==> config.mk <==
export PLATFORM = sky130hd
export DESIGN_NAME = prog_clk_div
export DESIGN_NICKNAME = d
export VERILOG_FILES = /design/src/rtl/prog_clk_div.sv
export SDC_FILE = /design/constraint.sdc
export NUM_CORES = 1
export LEC_CHECK = 0
export ABC_AREA = 1
export ABC_CLOCK_PERIOD_IN_PS = 7200
export CAP_MARGIN = 0
export CORE_ASPECT_RATIO = 0.9
export CORE_UTILIZATION = 55
export CTS_CLUSTER_SIZE = 28
export DETAILED_ROUTE_END_ITERATION = 10
export PLACE_DENSITY_LB_ADDON = 0.2
export SLEW_MARGIN = 25
export SYNTH_ARGS = -nofsm -noshare
export SYNTH_HDL_FRONTEND = slang
export SYNTH_SLANG_ARGS = --single-unit
==> constraint.sdc <==
create_clock -name clk -period 7.2 [get_ports clk]
set_clock_uncertainty 0.1 [all_clocks]
set_input_delay 1.44 -clock clk [delete_from_list [all_inputs] [get_ports clk]]
set_output_delay 1.44 -clock clk [all_outputs]
set_load 0.01 [all_outputs]
==> src/rtl/prog_clk_div.sv <==
// Programmable clock divider with a runtime-configurable period and high phase.
// A new config is held in a shadow register and becomes active only at a period boundary.
module prog_clk_div #(
  parameter int WIDTH        = 8,
  parameter int DEFAULT_DIV  = 10,
  parameter int DEFAULT_HIGH = 5
) (
  input  logic             clk,
  input  logic             rst_n,
  input  logic             en,
  input  logic             clr,
  input  logic [WIDTH-1:0] cfg_div,
  input  logic [WIDTH-1:0] cfg_high,
  input  logic             cfg_valid,
  output logic             cfg_ready,
  output logic             cfg_err,
  output logic             div_clk,
  output logic             tick
);

  logic [WIDTH-1:0] cnt_q, cnt_d;
  logic [WIDTH-1:0] n_act_q, n_act_d, h_act_q, h_act_d;
  logic [WIDTH-1:0] n_sh_q, n_sh_d, h_sh_q, h_sh_d;
  logic             pend_q, pend_d;
  logic             div_q, div_d;
  logic             tick_q, tick_d;
  logic             err_q, err_d;

  logic handshake, cfg_ok, wrap, apply;

  assign handshake = cfg_valid & ~pend_q;
  assign cfg_ok    = (cfg_div >= WIDTH'(2)) && (cfg_high >= WIDTH'(1)) && (cfg_high < cfg_div);
  assign wrap      = en & ~clr & (cnt_q == (n_act_q - WIDTH'(1)));
  // Handshakes need pending=0 and applying needs pending=1, so a request
  // accepted on a wrap cycle naturally waits for the following wrap.
  assign apply     = pend_q & (clr | wrap);

  always_comb begin
    cnt_d   = cnt_q;
    n_act_d = apply ? n_sh_q : n_act_q;
    h_act_d = apply ? h_sh_q : h_act_q;
    n_sh_d  = n_sh_q;
    h_sh_d  = h_sh_q;
    pend_d  = pend_q;
    tick_d  = 1'b0;
    err_d   = 1'b0;

    if (clr) begin
      cnt_d = '0;
    end else if (en) begin
      if (wrap) begin
        cnt_d  = '0;
        tick_d = 1'b1;
      end else begin
        cnt_d = cnt_q + WIDTH'(1);
      end
    end

    if (apply) begin
      pend_d = 1'b0;
    end

    if (handshake) begin
      if (cfg_ok) begin
        n_sh_d = cfg_div;
        h_sh_d = cfg_high;
        pend_d = 1'b1;
      end else begin
        err_d = 1'b1;
      end
    end

    // Registered compare against next-cycle state keeps div_clk aligned with cnt.
    div_d = (cnt_d >= (n_act_d - h_act_d));
  end

  always_ff @(posedge clk or negedge rst_n) begin
    if (!rst_n) begin
      cnt_q   <= '0;
      n_act_q <= WIDTH'(DEFAULT_DIV);
      h_act_q <= WIDTH'(DEFAULT_HIGH);
      n_sh_q  <= WIDTH'(DEFAULT_DIV);
      h_sh_q  <= WIDTH'(DEFAULT_HIGH);
      pend_q  <= 1'b0;
      div_q   <= 1'b0;
      tick_q  <= 1'b0;
      err_q   <= 1'b0;
    end else begin
      cnt_q   <= cnt_d;
      n_act_q <= n_act_d;
      h_act_q <= h_act_d;
      n_sh_q  <= n_sh_d;
      h_sh_q  <= h_sh_d;
      pend_q  <= pend_d;
      div_q   <= div_d;
      tick_q  <= tick_d;
      err_q   <= err_d;
    end
  end

  assign cfg_ready = ~pend_q;
  assign cfg_err   = err_q;
  assign div_clk   = div_q;
  assign tick      = tick_q;

endmodule

; ---- Yosys cells after proc, flatten, opt, wreduce, memory -nomap -nowiden
; Index checks and enable logic that the tools add are counted.
[word_totals]
register_bits = 44
in_bits = 21
out_inout_bits = 4
elab_cells = 40
[op_classes]
addsub = 3
n_lt_le_gt_ge = 4
n_eq_ne = 1
muxes = 13
n_bitwise = 7
reduce_logical = 3
[ops]
columns = operator, count
row1 = 8-bit 2-to-1 mux, 5
row2 = 8-bit by 1-bit adder with 8-bit output (second input constant), 1
row3 = 8-bit equality test, 1
row4 = 8-bit by 1-bit >= comparator with 1-bit output (second input constant), 1
row5 = 8-bit by 2-bit >= comparator with 1-bit output (second input constant), 1
row6 = 8-bit >= comparator, 1
row7 = 8-bit < comparator, 1
row8 = 1-bit 2-to-1 mux, 8
row9 = 8-bit by 1-bit subtractor with 8-bit output (second input constant), 1
row10 = 8-bit subtractor, 1
row11 = 1-bit bitwise AND, 4
row12 = 1-bit logical AND, 2
row13 = 1-bit NOT, 2
row14 = 2-bit AND reduction, 1
row15 = 1-bit bitwise OR, 1

; ---- Longest topological paths before layout
[logic_depth]
depth_word = 8
depth_mapped = 31
depth_no_buf = 29

; ---- Worst setup path before layout
; No wires, ideal clock.
[synth_timing]
path_kind = input port to flip-flop
from = in clr
to = reg div_q, in the netlist div_clk
setup_time_ps = 128
arrival_ps = 4250
t_required_ps = 6972
path_slack_ps = 2723
cell_stages = 28
n_path_buf = 2
cell_sequence = inv_1 -> nand2_1 -> nor2_1 -> nand2_1 -> nor2_1 -> nand2_1 -> nor2_2 -> nand2_2 -> nand2_2 -> nand2_2 -> buf_6 -> buf_6 -> a21oi_1 -> ha_1 -> a21oi_1 -> o21ai_0 -> nand2_1 -> nand2_1 -> a21oi_1 -> inv_1 -> nand2_1 -> nand2_1 -> a21o_1 -> nand3_1 -> nand2_1 -> ha_1 -> a21oi_1 -> o21ai_0
[synth_between]
elab_chain_len = 8
elab_cells_between_ends = 12
classes_between = add/sub (1) / order compare (1) / mux (5) / bitwise (5)
[synth_rtl]
columns = element, line
row1 = from (decl), 11  ; input logic clr,
row2 = 1-bit NOT, 33  ; assign wrap = en & ~clr & (cnt_q == (n_act_q - WIDTH'(1)));
row3 = 1-bit bitwise AND (2 in series), 33
row4 = 1-bit bitwise OR (*), 36  ; assign apply = pend_q & (clr | wrap);
row5 = 1-bit bitwise AND (*), 36
row6 = 8-bit 2-to-1 mux (*), 40  ; n_act_d = apply ? n_sh_q : n_act_q;
row7 = named net n_act_d[2], 22  ; logic [WIDTH-1:0] n_act_q, n_act_d, h_act_q, h_act_d;
row8 = 8-bit subtractor (*), 74  ; div_d = (cnt_d >= (n_act_d - h_act_d));
row9 = 8-bit >= comparator (*), 74
row10 = named net div_d, 25  ; logic div_q, div_d;
row11 = to (signal assigned), 95  ; div_q <= div_d;
row12 = to (decl), 25
; The timed path passes the listed nets; every way through them passes the cells marked *.
; A chain may end at the register's enable or synchronous reset.

; ---- Final worst setup path
[layout_timing]
from = in en
to = reg div_q, in the netlist div_clk
[layout_between]
elab_chain_len = 7
elab_cells_between_ends = 11
classes_between = add/sub (1) / order compare (1) / mux (5) / bitwise (4)
[layout_rtl]
columns = element, line
row1 = from (decl), 10  ; input logic en,
row2 = 1-bit bitwise AND (2 in series), 33
row3 = 1-bit bitwise OR, 36
row4 = 1-bit bitwise AND, 36
row5 = 8-bit 2-to-1 mux, 40
row6 = named net n_act_d[2], 22
row7 = 8-bit subtractor, 74
row8 = 8-bit >= comparator, 74
row9 = named net div_d, 25
; The timed path passes the listed nets, and every way through them passes these cells.

==> metrics.yaml <==
status: "complete, but fails checks"
violations: "DRC"
fin_util_pct: 64.80
grt_util_all_layers_pct: 21.30
grt_antenna_before_repair: 0
cts-resized-gates: 0
start_util_pct: 57.22
syn-num-nets: 408
core-area_um2: 4835
final_cell_mix: "nand2_1, inv_1, dfrtp_1"
grt_max_degree: 45
r2r_slack_ns: 2.63
hold_buffers: 0
postCtsSetupBuffers: 0
die_x_um: 76.76
reg2reg_depth: 29
die_area_um2: 5318
grt_overflow: 0
clkTransAtPathRegs_ns: 0.08
final_hold_viol_count: 0
synth_seq_cells: 44
slew_headroom_pct: 53.15
yosys.cell_types.count: 31
worst_pin_slew_ns: 0.7011
numCtsBuffers: 5
final_common_cell: "nand2_1"
syn_area_um2: 2766
rr_startpoint: "n_act_q[1]"
worst_ir_drop_vdd_mv: 0.1380
num_rows: 24
drc: 1
max_freq_mhz: 186.7
final.setup.tns_ns: 0
holdWs_ns: 0.3718
period_share_pct: 74.37
yosys_warnings: 0
drt-total-wl_um: 5196
dr_total_vias: 2234
slowest_delay_ns: 0.59
drive_above_1_share_pct: 7.752
path_delay_family: "simple AND/OR/NAND/NOR gates"
ios: 25
max_cap_viol_count: 0
cts_tree: "yes"
critPathLaunchType: "input port"
worst_path_max_delay_cell: "clkdlybuf4s50_1"
startpoint: "en"
clk_path_buf_depth: 2
grt_pass1_vias: 2112
area_growth_pct: 13.25
synth.yosys.seq_area_share_pct: 40.16
cts_root_buf: "clkbuf_8"
clock_latency_ns: 0.30
cp-end-kind: "flop"
nets: 432
path_depth: 27
arrival_ns: 5.43
placed_cells: 444
required_ns: 7.28
regToRegEndpoint: "div_clk"
setup_viol: 0
avgViaCountPerCell: 4.942
power.density_nw_per_um2: 339.3
cts_sinks: 44
detail-route-antenna-nets: 0
routabilityCongestion: 0.7922
path_common_cell: "nand2_1"
drt_iter0_drc: 92
synth.avg_cell_area_um2: 7.642
crit_type: "input port to flop"
cp-endpoint: "div_clk"
drv_slew: 0
dp_hpwl_um: 4118
cellLeakagePower_nw: 1.645
stdcell_count: 452
period_needed_ns: 5.355
grt_first_pass_wirelength_um: 9004
port_buffers: 24
num_antenna_cells: 0
hp-class: "flop to flop"
rsz0062_at_grt: "false"
htreeDepth: 2
dr.pass1.iters: 7
wl_per_cell_um: 11.50
critPathMaxFanout: 31
die_y_um: 69.28
cp_num_buf_inv: 2
syn-instance-count: 362
==> per-layer routing <==
layer | vias up | GRT usage [%] | part of all wire, %
met3 | 5 | 4.605 | 3.3
met4 | 0 | 6.197 | 0.94
met5 | - | 0 | 0
li1 | 1194 | - | -
met1 | 999 | 27.92 | 50
met2 | 36 | 35.42 | 46
==> area by class of cell <==
| type | instances | area, um^2 |
|---|---|---|
| Sequential cell | 44 | 1111 |
| Timing Repair Buffer | 24 | 237.7 |
| Fill cell | 460 | 1702 |
| Multi-Input combinational cell | 254 | 1391 |
| Inverter | 57 | 214.0 |
| Tap cell | 65 | 81.33 |
| Clock buffer | 6 | 82.58 |
| Clock inverter | 2 | 15.01 |
==> worst min-delay path by stage <==
stage | start | to | slack, ns | depth (start not counted)
after global routing | h_sh_q[1] | h_sh_q[1] | 0.40 | 2
after floorplan | h_sh_q[1] | h_sh_q[1] | 0.34 | 2
after global placement | h_sh_q[5] | h_sh_q[5] | 0.36 | 2
final | h_sh_q[2] | h_sh_q[2] | 0.37 | 2
after CTS | h_sh_q[2] | h_sh_q[2] | 0.37 | 2
after detailed placement | h_sh_q[2] | h_sh_q[2] | 0.36 | 2
==> power by group <==
group	switching (W)	internal [W]	leakage (nW)	total [W]
Clock	0.0000822	0.0000776	0.0434	0.000160
Combinational	0.000299	0.000222	1.07	0.000522
Sequential	0.0000505	0.000331	0.532	0.000381
==> logic make-up after synthesis <==
logic type	synth area share (%)
AOI/OAI and AO/OA	10.27
muxes	0.5426
DFF	40.16
adders and majority gates	11.58
xor gates and xnor gates	3.166
and+or+nand+nor	24.74
buffers and inverters	9.543
==> synthesized netlist by cell type <==
library cell   n  area share, %
clkinv_1       2           0.27
nand2_2        3           0.68
inv_2          3           0.41
a21oi_1       18            3.3
a21boi_0       1           0.27
o21ai_1       10            1.8
nor2_2         3           0.68
fa_1           1           0.72
nand3_1       17            3.1
nor3_1         4           0.72
xnor2_1        5            1.6
o21a_1         2           0.54
inv_1         52            7.1
buf_4          1           0.27
ha_1          24             11
and3_1         1           0.23
dfstp_2        8            7.6
a21o_1         1           0.27
mux2_4         1           0.54
a21oi_2        3           0.95
o21ai_0       16            2.9
nand2_1       97             13
nor2_1        35            4.7
nor4_1         3           0.68
buf_6          2           0.81
a211oi_1       1           0.27
buf_2          4           0.72
nand3b_1       2           0.54
dfrtp_1       36             33
nand4_1        1           0.23
xor2_1         5            1.6
==> stage by stage <==
stage               instance area (um^2)  worst slack [ns]  total power (W)
global route                        3133             1.395         0.001182
floorplan                           2766             2.723        0.0007843
detailed placement                  3033             1.524        0.0009052
CTS                                 3131             1.830         0.001071
finish                              3133             1.845         0.001063
global placement                    3033             1.599        0.0008899
==> tightest hold or removal path, cell delays in order, from the launching register on <==
cell     delay (ns)
dfstp_2        0.38
nand2_1        0.06
nand2_1        0.04
==> sequential cells by signal (all words and copies together), names as in the netlist, 8 cells and up <==
name     flops
cnt_q        8
h_act_q      8
h_sh_q       8
n_act_q      8
n_sh_q       8
Note: power is estimated with default switching activity, not from simulation.
